<file path="config.mk">
export PLATFORM = sky130hd
export DESIGN_NAME = ledscan_hub75_driver
export DESIGN_NICKNAME = d
export VERILOG_FILES = /design/src/rtl/ledscan_hub75_driver_pkg.sv /design/src/rtl/ledscan_hub75_driver_shifter.sv /design/src/rtl/ledscan_hub75_driver.sv
export SDC_FILE = /design/constraint.sdc
export NUM_CORES = 1
export LEC_CHECK = 0
export CAP_MARGIN = 20
export CORE_MARGIN = 1
export CORE_UTILIZATION = 57
export CTS_BUF_LIST = sky130_fd_sc_hd__clkbuf_16
export DETAILED_ROUTE_END_ITERATION = 8
export GPL_ROUTABILITY_DRIVEN = 0
export PLACE_DENSITY = 0.77
export SLEW_MARGIN = 20
export SYNTH_ARGS = -nofsm -noshare
export SYNTH_HDL_FRONTEND = slang
export SYNTH_SLANG_ARGS = --single-unit
export TNS_END_PERCENT = 1
</file>
<file path="constraint.sdc">
create_clock -name clk -period 2.2 [get_ports clk]
set_clock_uncertainty 0.1 [all_clocks]
set_input_delay 0.33 -clock clk [delete_from_list [all_inputs] [get_ports clk]]
set_output_delay 0.33 -clock clk [all_outputs]
set_load 0.005 [all_outputs]
</file>
<file path="src/rtl/ledscan_hub75_driver_pkg.sv">
`default_nettype none
// ============================================================================
// Module   : ledscan_hub75_driver_pkg
// Purpose  : Shared panel geometry, scan FSM state encoding and a counter
//            width helper for the HUB75 scan driver and its shifter.
// Ports    : none (package)
// Revision : 1.0 - initial release
// ============================================================================
package ledscan_hub75_driver_pkg;

  localparam int PANEL_COLS = 64;
  localparam int PANEL_ROWS = 64;
  localparam int SCAN_ROWS  = 32;

  // Panel row-pair select and frame-store row address widths.
  localparam int ROW_W     = $clog2(SCAN_ROWS);
  localparam int ADDR_W    = $clog2(PANEL_ROWS);
  // Holds 0..PANEL_COLS inclusive.
  localparam int BIT_CNT_W = 7;

  typedef enum logic [2:0] {
    ST_IDLE    = 3'd0,
    ST_FETCH_U = 3'd1,
    ST_FETCH_L = 3'd2,
    ST_SHIFT   = 3'd3,
    ST_BLANK   = 3'd4,
    ST_LATCH   = 3'd5,
    ST_DISPLAY = 3'd6
  } state_t;

  // Width of a counter that runs 0..n-1 (at least one bit).
  function automatic int cnt_width(input int n);
    return (n <= 2) ? 1 : $clog2(n);
  endfunction

endpackage : ledscan_hub75_driver_pkg
`default_nettype wire

</file>
<file path="src/rtl/ledscan_hub75_driver_shifter.sv">
`default_nettype none
// ============================================================================
// Module   : ledscan_hub75_driver_shifter
// Purpose  : Dual 64-bit row shift registers (upper/lower half of the panel)
//            with a CLK_DIV divider generating hub_clk. Column 63 leaves
//            first; data changes only on the falling hub_clk edge.
// Ports    : clk, rst_n        - system clock, async active-low reset
//            load_u / load_l   - capture row_data into the upper/lower reg
//            start             - begin a 64-bit shift burst
//            row_data [63:0]   - frame-store row data
//            busy              - high for every shift cycle except the last
//            hub_clk/r1/r2     - panel shift clock and pixel data
// Revision : 1.0 - initial release
// ============================================================================
module ledscan_hub75_driver_shifter
  import ledscan_hub75_driver_pkg::*;
#(
  parameter int CLK_DIV = 2
) (
  input  logic                  clk,
  input  logic                  rst_n,
  input  logic                  load_u,
  input  logic                  load_l,
  input  logic                  start,
  input  logic [PANEL_COLS-1:0] row_data,
  output logic                  busy,
  output logic                  hub_clk,
  output logic                  hub_r1,
  output logic                  hub_r2
);

  localparam int c_div_w = cnt_width(CLK_DIV);

  logic [PANEL_COLS-1:0] r_shreg_u;
  logic [PANEL_COLS-1:0] r_shreg_l;
  logic [c_div_w-1:0]    r_div_cnt;
  logic [BIT_CNT_W-1:0]  r_bit_cnt;
  logic                  r_active;
  logic                  r_hub_clk;
  logic                  w_div_end;
  logic                  w_last_bit;

  assign w_div_end  = (r_div_cnt == c_div_w'(CLK_DIV - 1));
  assign w_last_bit = (r_bit_cnt == BIT_CNT_W'(PANEL_COLS - 1));

  // busy drops during the final high half-period of bit 63 so the scan FSM
  // leaves SHIFT on the same edge the burst ends, adding no idle cycle.
  assign busy    = r_active & ~(r_hub_clk & w_div_end & w_last_bit);
  assign hub_clk = r_hub_clk;
  // Gated so the panel sees 0 outside a burst even while a row is loaded.
  assign hub_r1  = r_active & r_shreg_u[PANEL_COLS-1];
  assign hub_r2  = r_active & r_shreg_l[PANEL_COLS-1];

  always_ff @(posedge clk or negedge rst_n) begin
    if (!rst_n) begin
      r_shreg_u <= '0;
      r_shreg_l <= '0;
      r_div_cnt <= '0;
      r_bit_cnt <= '0;
      r_active  <= 1'b0;
      r_hub_clk <= 1'b0;
    end else begin
      if (load_u) r_shreg_u <= row_data;
      if (load_l) r_shreg_l <= row_data;

      if (start) begin
        r_active  <= 1'b1;
        r_div_cnt <= '0;
        r_bit_cnt <= '0;
        r_hub_clk <= 1'b0;
      end else if (r_active) begin
        if (w_div_end) begin
          r_div_cnt <= '0;
          if (!r_hub_clk) begin
            r_hub_clk <= 1'b1;
          end else begin
            // Falling edge: advance to the next column (zero fill, so the
            // registers are empty once all 64 columns have left).
            r_hub_clk <= 1'b0;
            r_shreg_u <= {r_shreg_u[PANEL_COLS-2:0], 1'b0};
            r_shreg_l <= {r_shreg_l[PANEL_COLS-2:0], 1'b0};
            r_bit_cnt <= r_bit_cnt + 1'b1;
            if (w_last_bit) r_active <= 1'b0;
          end
        end else begin
          r_div_cnt <= r_div_cnt + 1'b1;
        end
      end
    end
  end

endmodule : ledscan_hub75_driver_shifter
`default_nettype wire

</file>
<file path="src/rtl/ledscan_hub75_driver.sv">
`default_nettype none
// ============================================================================
// Module   : ledscan_hub75_driver
// Purpose  : Scans a 64x64 1-bit frame store and drives a HUB75 1/32-scan
//            panel: fetch rows r and r+32, shift 64 columns, blank, latch,
//            display, next row pair.
// Ports    : clk, rst_n          - system clock, async active-low reset
//            en                  - scan enable (sampled in IDLE / end of row)
//            fb_row_addr [5:0]   - frame row being read
//            fb_row_data [63:0]  - row data, valid 1 cycle after address
//            hub_clk/r1/r2       - panel shift clock and pixel data
//            hub_addr [4:0]      - panel row-pair select
//            hub_lat             - latch strobe (active high)
//            hub_oe_n            - output enable (active low)
//            frame_start         - pulse on first fetch of row pair 0
//            brightness [7:0]    - PWM duty, only with LEDSCAN_DIM_EN
// Config   : LEDSCAN_DIM_EN - adds brightness port and PWM gating of
//            hub_oe_n during DISPLAY; scan timing is unchanged.
// Revision : 1.0 - initial release
// ============================================================================
module ledscan_hub75_driver
  import ledscan_hub75_driver_pkg::*;
#(
  parameter int CLK_DIV        = 2,
  parameter int BLANK_CYCLES   = 2,
  parameter int DISPLAY_CYCLES = 256
) (
  input  logic                  clk,
  input  logic                  rst_n,
  input  logic                  en,
  output logic [ADDR_W-1:0]     fb_row_addr,
  input  logic [PANEL_COLS-1:0] fb_row_data,
  output logic                  hub_clk,
  output logic                  hub_r1,
  output logic                  hub_r2,
  output logic [ROW_W-1:0]      hub_addr,
  output logic                  hub_lat,
  output logic                  hub_oe_n,
  output logic                  frame_start
`ifdef LEDSCAN_DIM_EN
  ,
  input  logic [7:0]            brightness
`endif
);

  // Step counter covers the 2-cycle fetches and the blank interval.
  localparam int c_step_w = cnt_width((BLANK_CYCLES > 2) ? BLANK_CYCLES : 2);
  // At least 8 bits so the PWM compare has a full 256-cycle window.
  localparam int c_disp_w = (cnt_width(DISPLAY_CYCLES) > 8) ?
                            cnt_width(DISPLAY_CYCLES) : 8;

  state_t                r_state;
  state_t                w_next_state;
  logic [c_step_w-1:0]   r_step_cnt;
  logic [c_disp_w-1:0]   r_disp_cnt;
  logic [ROW_W-1:0]      r_row;
  logic [ROW_W-1:0]      r_hub_addr;
  logic                  r_frame_start;

  logic w_fetch_done;
  logic w_blank_done;
  logic w_disp_done;
  logic w_state_change;
  logic w_frame_start_next;
  logic w_shift_busy;
  logic w_load_u;
  logic w_load_l;
  logic w_start;

  assign w_fetch_done   = (r_step_cnt == c_step_w'(1));
  assign w_blank_done   = (r_step_cnt == c_step_w'(BLANK_CYCLES - 1));
  assign w_disp_done    = (r_disp_cnt == c_disp_w'(DISPLAY_CYCLES - 1));
  assign w_state_change = (w_next_state != r_state);

  // A new frame begins either from IDLE or when row 31 wraps back to 0.
  assign w_frame_start_next =
      ((r_state == ST_IDLE) && en) ||
      ((r_state == ST_DISPLAY) && w_disp_done && en &&
       (r_row == ROW_W'(SCAN_ROWS - 1)));

  assign hub_addr    = r_hub_addr;
  assign frame_start = r_frame_start;

  // --------------------------------------------------------------------------
  // State register
  // --------------------------------------------------------------------------
  always_ff @(posedge clk or negedge rst_n) begin
    if (!rst_n) r_state <= ST_IDLE;
    else        r_state <= w_next_state;
  end

  // --------------------------------------------------------------------------
  // Next-state logic
  // --------------------------------------------------------------------------
  always_comb begin
    w_next_state = r_state;
    unique case (r_state)
      ST_IDLE:    if (en)            w_next_state = ST_FETCH_U;
      ST_FETCH_U: if (w_fetch_done)  w_next_state = ST_FETCH_L;
      ST_FETCH_L: if (w_fetch_done)  w_next_state = ST_SHIFT;
      ST_SHIFT:   if (!w_shift_busy) w_next_state = ST_BLANK;
      ST_BLANK:   if (w_blank_done)  w_next_state = ST_LATCH;
      ST_LATCH:                      w_next_state = ST_DISPLAY;
      ST_DISPLAY: if (w_disp_done)   w_next_state = en ? ST_FETCH_U : ST_IDLE;
      default:                       w_next_state = ST_IDLE;
    endcase
  end

  // --------------------------------------------------------------------------
  // Outputs decoded from state. hub_oe_n and hub_lat follow r_state directly,
  // so an asynchronous reset blanks the panel without waiting for a clock.
  // --------------------------------------------------------------------------
  always_comb begin
    hub_oe_n    = 1'b1;
    hub_lat     = 1'b0;
    fb_row_addr = '0;
    w_load_u    = 1'b0;
    w_load_l    = 1'b0;
    w_start     = 1'b0;
    unique case (r_state)
      ST_FETCH_U: begin
        fb_row_addr = {1'b0, r_row};
        w_load_u    = w_fetch_done;
      end
      ST_FETCH_L: begin
        // Lower half row is r + 32: the MSB of the 6-bit address.
        fb_row_addr = {1'b1, r_row};
        w_load_l    = w_fetch_done;
        w_start     = w_fetch_done;
      end
      ST_LATCH: hub_lat = 1'b1;
      ST_DISPLAY: begin
`ifdef LEDSCAN_DIM_EN
        hub_oe_n = ~(r_disp_cnt[7:0] < brightness);
`else
        hub_oe_n = 1'b0;
`endif
      end
      default: ;
    endcase
  end

  // --------------------------------------------------------------------------
  // Step/display counters, row counter, panel address, frame pulse
  // --------------------------------------------------------------------------
  always_ff @(posedge clk or negedge rst_n) begin
    if (!rst_n) begin
      r_step_cnt    <= '0;
      r_disp_cnt    <= '0;
      r_row         <= '0;
      r_hub_addr    <= '0;
      r_frame_start <= 1'b0;
    end else begin
      if (((r_state == ST_FETCH_U) || (r_state == ST_FETCH_L) ||
           (r_state == ST_BLANK)) && !w_state_change)
        r_step_cnt <= r_step_cnt + 1'b1;
      else
        r_step_cnt <= '0;

      if ((r_state == ST_DISPLAY) && !w_disp_done)
        r_disp_cnt <= r_disp_cnt + 1'b1;
      else
        r_disp_cnt <= '0;

      if ((r_state == ST_IDLE) && en)
        r_row <= '0;
      else if ((r_state == ST_DISPLAY) && w_disp_done)
        r_row <= r_row + 1'b1;

      // Panel address only changes while the outputs are blanked.
      if ((r_state == ST_BLANK) && (r_step_cnt == '0))
        r_hub_addr <= r_row;

      r_frame_start <= w_frame_start_next;
    end
  end

  ledscan_hub75_driver_shifter #(
    .CLK_DIV (CLK_DIV)
  ) u_shifter (
    .clk      (clk),
    .rst_n    (rst_n),
    .load_u   (w_load_u),
    .load_l   (w_load_l),
    .start    (w_start),
    .row_data (fb_row_data),
    .busy     (w_shift_busy),
    .hub_clk  (hub_clk),
    .hub_r1   (hub_r1),
    .hub_r2   (hub_r2)
  );

endmodule : ledscan_hub75_driver
`default_nettype wire

</file>
==> metrics.log, run 1 <==
INFO  metric cts.clk_slew.worst_paths = 60 ps
INFO  metric clock_insertion_delay_worst_skew = 430 ps
INFO  metric synthesis.yosys.warnings = 0
INFO  metric ys_seq_area_frac = 0.521
INFO  metric cts_max_level = 4
INFO  metric max_ir_drop_vdd = 0.591 mV
INFO  metric fin_worst_hold_slack = 330 ps
INFO  metric synthesis.area_per_instance = 10.8 um2
INFO  metric critPathArrivalTime = 1810 ps
INFO  metric report.final.slew_viol_count = 0
INFO  metric buffering_stage_count_on_the_worst_path_with_inverters_included = 1
INFO  metric remaining_design_rule_violation_count = 0
INFO  metric sum_of_negative_setup_slack = -58.3 ps
INFO  metric syn_nets = 786
INFO  metric postSynthRegisterBits = 161
INFO  metric hold_path.class = in -> async
INFO  metric core_region_area = 13200 um2
INFO  metric synth_top_area_cell = sky130_fd_sc_hd__dfrtp_1
INFO  metric run_status = finished with violations
INFO  metric overall_power = 0.00613 W
INFO  metric drive_gt1_frac = 0.139
INFO  metric n_fill_cell = 1015
INFO  metric max_slew.worst_pin.slew = 623 ps
INFO  metric dr.first_iter.drc_count = 304
INFO  metric first_global_vias = 5400
INFO  metric route.antenna.remaining_nets = 0
INFO  metric finalCriticalPeriod = 2240 ps
INFO  metric critPathKind = reg -> out
INFO  metric post_synth_most_frequent_cells = sky130_fd_sc_hd__dfrtp_1 (161), sky130_fd_sc_hd__mux2i_1 (130), sky130_fd_sc_hd__nor2_1 (88)
INFO  metric path_cells = xnor2_2 > nor2_2 > and2_1 > clkdlybuf4s50_1
INFO  metric cts-root-to-sink-buffers = 2
INFO  metric start_util = 0.584
INFO  metric synthesis.instances = 715
INFO  metric power-per-cell-area = 662 nW/um2
INFO  metric unrepaired_setup_endpoints_after_global_routing = yes
INFO  metric timing.critical_path.fanout_max = 5
INFO  metric grt_first_pass_wirelength = 25300 um
INFO  metric cts_tree = done
INFO  metric top_cell_type_s_share_of_synthesized_area = 0.521
INFO  metric post-route-worst-setup-slack = -37.2 ps
INFO  metric drt_pass1_iterations = 5
INFO  metric die_boundary_height = 118 um
INFO  metric ios = 84
INFO  metric drv_cap = 0
INFO  metric layout.nets = 858
INFO  metric critical_path.endpoint_type = output pin
INFO  metric timing.slew.headroom = 0.579
INFO  metric row_count = 42
INFO  metric die_width = 118 um
INFO  metric share_of_the_core_filled_with_cells_in_the_final_layout = 0.699
INFO  metric clk_root_buffer_cell = sky130_fd_sc_hd__clkbuf_16
INFO  metric post_detailed_placement_half_perimeter_wirelength = 9760 um
INFO  metric final_hold_viol_count = 0
INFO  metric timing.critical_path.max_delay_family = buffers and inverters
INFO  metric synth.cell_area = 7730 um2
INFO  metric yosys.cell_count.top_type = sky130_fd_sc_hd__dfrtp_1
INFO  metric gr-usage-all-layers = 0.227
INFO  metric synth.top_cells.by_area = sky130_fd_sc_hd__dfrtp_1 (52%), sky130_fd_sc_hd__mux2i_1 (17%), sky130_fd_sc_hd__a21oi_2 (4.5%)
INFO  metric grt_overflow = 0
INFO  metric antenna-diode-count = 0
INFO  metric asyncSetResetFlopFracSynth = 1.00
INFO  metric tritoncts_num_sinks = 161
INFO  metric routed_via_density = 5.36
INFO  metric netlist-cell-type-count = 38
INFO  metric failed_checks = negative setup slack
INFO  metric numPortBuffers = 83
INFO  metric antenna_violations_before_repair = 0
INFO  metric post-route-period-util = 1.02
INFO  metric worst_ep_required_time = 1770 ps
INFO  metric design.die.area = 14000 um2
INFO  metric synth_enable_flop_cells = 0
INFO  metric critPathLaunchType = flop
INFO  metric wirelength = 14600 um
INFO  metric synth_top_flop_cell = sky130_fd_sc_hd__dfrtp_1
INFO  metric report.final.setup_viol = 3
INFO  metric flow.area_growth_from_synthesis = 19.7%
INFO  metric route.detailed.wl_per_inst = 14.9 um
INFO  metric timing.critical_path.slowest_cell_delay = 490 ps
INFO  metric setup.worst_path.start = r_state[1]$_DFF_PN0_
INFO  metric timing.fmax = 447 MHz
INFO  metric pin_count_of_the_biggest_net_entering_global_routing = 138
INFO  metric num_vias = 5235
INFO  metric power.static_leakage = 3.65 nW
INFO  metric finished_cell_area = 9260 um2
INFO  metric detailed_place.area = 8650 um2
INFO  metric timing.critical_path.slowest_stage_cell = sky130_fd_sc_hd__clkdlybuf4s50_1
INFO  metric launching_point_of_the_worst_reg2reg_path = r_state[1]$_DFF_PN0_
INFO  metric cts-buffers-inserted = 17
==> through the flow <==
stage	instances	worst slack, ps
global route	976	-124
global placement	936	273
floorplan	715	599
finish	976	-37.2
CTS	974	-73.4
detailed placement	936	188
==> repair_timing <==
| action | CTS | global route |
|---|---|---|
| endpoints found under the setup margin | 8 | 5 |
| hold endpoints to repair | 53 | 0 |
| gates resized for setup | 7 | 4 |
| pin swaps | 1 | 2 |
| buffers inserted | 5 | 2 |
| hold buffers | 1 | 0 |
==> final timing paths <==
check                                                    end  slack [ps]  depth (start not counted)
setup / recovery                              fb_row_addr[3]         -40                          4
hold / removal             u_shifter.r_shreg_l[16]$_DFF_PN0_         330                          2
setup reg to reg           u_shifter.r_shreg_u[61]$_DFF_PN0_         110                          7
hold reg to reg                      r_disp_cnt[0]$_DFF_PN0_         390                          1
max in group asynchronous  u_shifter.r_shreg_u[23]$_DFF_PN0_        1000                          3
min in group clk           u_shifter.r_shreg_l[57]$_DFF_PN0_         390                          3
==> kinds of logic (layout without fill, tap and decap cells) <==
family,count (synthesis),after routing,share of synthesized area
fa+ha+maj,4,4,0.00647
flops,161,161,0.521
xor+xnor,16,16,0.0181
compound gates,140,140,0.112
mux,135,135,0.176
buf+inv,53,138,0.0511
simple gates,206,206,0.115
==> sequential cells by signal, summed over array words and instances (netlist names) <==
| name | cells |
|---|---|
| u_shifter.r_bit_cnt | 7 |
| u_shifter.r_shreg_u | 64 |
| u_shifter.r_shreg_l | 64 |
| r_disp_cnt | 8 |
| r_step_cnt | 1 |
| u_shifter.r_div_cnt | 1 |
| hub_addr | 5 |
| u_shifter.r_active | 1 |
| r_row | 5 |
| r_state | 3 |
| u_shifter.hub_clk | 1 |
| frame_start | 1 |
==> area by class of cell <==
class,count,area (um2),share of cell area
tap,176,220,0.0238
multi-input combinational,501,3340,0.361
inverter,3,11.3,0.00122
sequential,161,4030,0.436
clock inverter,15,104,0.0112
clock buffer,17,425,0.0460
timing repair buffer,103,1120,0.121
==> metal layers <==
metal  routed length (um)  track usage  up-vias
li1                     -            -     2596
met1                 6780        0.293     2537
met2                 7110        0.377       79
met3                  473       0.0483       23
met4                  223       0.0847        0
met5                    0            0        -
==> power by group <==
part | internal (W) | switching (W) | leakage, nW
combinational | 0.000194 | 0.000154 | 1.45
clock | 0.00152 | 0.00114 | 0.268
sequential | 0.00306 | 0.0000524 | 1.94
==> layout by cell type, fill, tap and decap left out, types with 4 or more instances in the layout <==
cell type	n
sky130_fd_sc_hd__o21ai_0	51
sky130_fd_sc_hd__buf_12	11
sky130_fd_sc_hd__clkbuf_16	17
sky130_fd_sc_hd__nand3_1	5
sky130_fd_sc_hd__mux2i_1	130
sky130_fd_sc_hd__dfrtp_1	158
sky130_fd_sc_hd__nor2_1	86
sky130_fd_sc_hd__clkinv_2	8
sky130_fd_sc_hd__nor3_1	4
sky130_fd_sc_hd__a21oi_2	40
sky130_fd_sc_hd__nand2_1	78
sky130_fd_sc_hd__mux2_2	5
sky130_fd_sc_hd__inv_1	5
sky130_fd_sc_hd__a21oi_1	27
sky130_fd_sc_hd__o21ai_1	17
sky130_fd_sc_hd__xnor2_1	7
sky130_fd_sc_hd__ha_1	4
sky130_fd_sc_hd__buf_4	8
sky130_fd_sc_hd__and2_1	7
sky130_fd_sc_hd__xor2_1	8
sky130_fd_sc_hd__clkdlybuf4s50_1	77
Power figures use the tool's default switching activity.
==> run 2, diff against run 1 <==
CORE_UTILIZATION = 41   (was 57)
PLACE_DENSITY = 0.58   (was 0.77)
SLEW_MARGIN = 10   (was 20)
==> run 2 against run 1 <==
The flow still finishes with violations (negative setup slack). Worst setup slack lost 29 ps. Count of clock-buffer cells in the layout is the same. Power grew 8.8%. Final cell count grew 5.5%. Sequential share of layout area shrank 0.83 points. Sequential power is essentially flat. Routed wire length grew 2.4%. Global-route usage shrank 5.9 points. Via count shrank 0.52%. Critical path type unchanged. Highest routed layer unchanged.
==> metrics.log, run 2 (synthesis results as in run 1) <==
INFO  metric stdcell_count = 1030
INFO  metric tritoncts_num_sinks = 161
INFO  metric cell_internal_pwr = 0.00526 W
INFO  metric timing.critical_path.slowest_cell_delay = 550 ps
INFO  metric cts-root-to-sink-buffers = 2
INFO  metric clock_insertion_delay_worst_skew = 420 ps
INFO  metric overall_power = 0.00667 W
INFO  metric rr_worst_depth = 6
INFO  metric route.antenna.remaining_nets = 0
INFO  metric design.die.area = 19400 um2
INFO  metric timing.fmax = 441 MHz
INFO  metric first_global_vias = 5335
INFO  metric worst_ep_required_time = 1770 ps
INFO  metric max_ir_drop_vdd = 0.476 mV
INFO  metric cts-buffers-inserted = 17
INFO  metric antenna-diode-count = 0
INFO  metric grt_first_pass_wirelength = 26000 um
INFO  metric path_cells = nand2b_1 > nor2_1 > clkdlybuf4s50_1
INFO  metric hold_path.class = in -> async
INFO  metric cts_max_level = 4
INFO  metric critPathKind = reg -> out
INFO  metric power.static_leakage = 3.70 nW
INFO  metric gr-usage-all-layers = 0.168
INFO  metric post-route-period-util = 1.03
INFO  metric finalCriticalPeriod = 2270 ps
INFO  metric report.final.slew_viol_count = 0
INFO  metric max_slew.worst_pin.slew = 606 ps
INFO  metric layout.nets = 859
INFO  metric critPathLaunchType = flop
INFO  metric top_regs = u_shifter.r_shreg_l x64, u_shifter.r_shreg_u x64, r_disp_cnt x8
INFO  metric commonest_cells_after_routing_fill_and_taps_aside = sky130_fd_sc_hd__dfrtp_1 (158), sky130_fd_sc_hd__mux2i_1 (130), sky130_fd_sc_hd__nor2_1 (86), sky130_fd_sc_hd__clkdlybuf4s50_1 (79), sky130_fd_sc_hd__nand2_1 (78)
INFO  metric run_status = finished with violations
INFO  metric routed_via_density = 5.06
INFO  metric die_boundary_height = 139 um
INFO  metric critical_path.endpoint_type = output pin
INFO  metric pin_count_of_the_biggest_net_entering_global_routing = 71
INFO  metric failed_checks = negative setup slack
INFO  metric post_detailed_placement_half_perimeter_wirelength = 10200 um
INFO  metric power.clock.fraction = 0.481
INFO  metric timing.critical_path.max_delay_family = buffers and inverters
INFO  metric start_util = 0.425
INFO  metric clk_root_buffer_cell = sky130_fd_sc_hd__clkbuf_16
INFO  metric remaining_design_rule_violation_count = 0
INFO  metric cts.clk_slew.worst_paths = 60 ps
INFO  metric dr.first_iter.drc_count = 238
INFO  metric reg2reg_setup_slack = 280 ps
INFO  metric antenna_violations_before_repair = 0
INFO  metric drv_cap = 0
INFO  metric num_vias = 5208
INFO  metric final_hold_viol_count = 0
INFO  metric timing.slew.headroom = 0.596
INFO  metric place_inst = 993
INFO  metric route.detailed.wl_per_inst = 14.5 um
INFO  metric timing.critical_path.fanout_max = 11
INFO  metric ios = 84
INFO  metric unrepaired_setup_endpoints_after_global_routing = yes
INFO  metric timing.critical_path.slowest_stage_cell = sky130_fd_sc_hd__clkdlybuf4s50_1
INFO  metric detailed_place.area = 8730 um2
INFO  metric sequentialPowerShare = 0.467
INFO  metric critical_path.reg2reg.endpoint = u_shifter.r_shreg_u[35]$_DFF_PN0_
INFO  metric switchingPower = 0.00140 W
INFO  metric drt_pass1_iterations = 4
INFO  metric layout.cells.most_common = sky130_fd_sc_hd__dfrtp_1
INFO  metric netSwitchingFraction = 0.210
INFO  metric row_count = 49
INFO  metric report.final.setup_viol = 3
INFO  metric buffering_stage_count_on_the_worst_path_with_inverters_included = 1
INFO  metric launching_point_of_the_worst_reg2reg_path = r_state[1]$_DFF_PN0_
INFO  metric post-route-worst-setup-slack = -66.7 ps
INFO  metric drive_gt1_frac = 0.140
INFO  metric wirelength = 14900 um
INFO  metric critPathArrivalTime = 1840 ps
INFO  metric grt_overflow = 0
INFO  metric cts_tree = done
INFO  metric power-per-cell-area = 706 nW/um2
INFO  metric comb_power_share = 0.053
INFO  metric flow.area_growth_from_synthesis = 22.1%
INFO  metric finished_cell_area = 9440 um2
INFO  metric die_width = 139 um
INFO  metric numPortBuffers = 83
INFO  metric core_region_area = 18200 um2
==> run 2: layout make-up <==
class	count	area, um2
fill	1625	8770
sequential	161	4030
multi-input combinational	501	3340
timing repair buffer	104	1120
clock buffer	17	425
tap	229	287
clock inverter	15	216
inverter	3	11.3
==> run 2: power groups by stage <==
stage | sequential [W] | combinational, W | clock, W
5_1_grt | 0.00312 | 0.000396 | 0.00342
4_1_cts | 0.00311 | 0.000362 | 0.00330
3_5_place_dp | 0.00317 | 0.000358 | 0
3_3_place_gp | 0.00316 | 0.000348 | 0
2_1_floorplan | 0.00315 | 0.000119 | 0
6_report | 0.00311 | 0.000351 | 0.00320
==> run 2: layer usage <==
metal  vias to the layer above  routed length [um]  track usage
met5                         -                   0            0
met4                         0                 148       0.0526
met3                        11                 537       0.0447
met2                        69                6960        0.271
met1                      2526                7290        0.219
li1                       2602                   -            -
==> run 2: repair_timing <==
item / in CTS / in global routing
hold endpoints to repair: 58 / 0
hold buffers: 1 / 0
resized for setup: 5 / 4
pin swaps: 0 / 1
buffers inserted: 4 / 0
endpoints found under the setup margin: 8 / 8
==> run 2: worst register-to-register path, cell delays in order (launching register included) <==
cell                      delay (ps)
sky130_fd_sc_hd__dfrtp_2         440
sky130_fd_sc_hd__buf_4           150
sky130_fd_sc_hd__nor2_1          130
sky130_fd_sc_hd__and3_4          340
sky130_fd_sc_hd__buf_12          270
sky130_fd_sc_hd__mux2i_1         290
sky130_fd_sc_hd__a21oi_2          80
==> run 2: metrics by stage <==
stage | utilization | hold WS (ps) | setup WS (ps) | setup TNS (ps)
CTS | 0.517 | 368 | -105 | -555
floorplan | - | -65.6 | 599 | 0
global route | 0.518 | 379 | -138 | -504
detailed placement | 0.480 | 264 | 163 | 0
finish | 0.518 | 366 | -66.7 | -183
global placement | 0.480 | 257 | 238 | 0
==> run 2: worst max path at each step <==
stage                                         to            startpoint  slack (ps)  cells past startpoint
5_1_grt                           fb_row_addr[1]  r_state[0]$_DFF_PN0_        -140                      4
6_report                          fb_row_addr[5]  r_state[2]$_DFF_PN0_         -70                      3
3_5_place_dp                      fb_row_addr[1]  r_state[0]$_DFF_PN0_         160                      4
3_3_place_gp                      fb_row_addr[4]  r_state[0]$_DFF_PN0_         240                      4
4_1_cts                           fb_row_addr[1]  r_state[0]$_DFF_PN0_        -100                      4
2_1_floorplan  u_shifter.r_shreg_u[24]$_DFF_PN0_  r_state[2]$_DFF_PN0_         600                      7
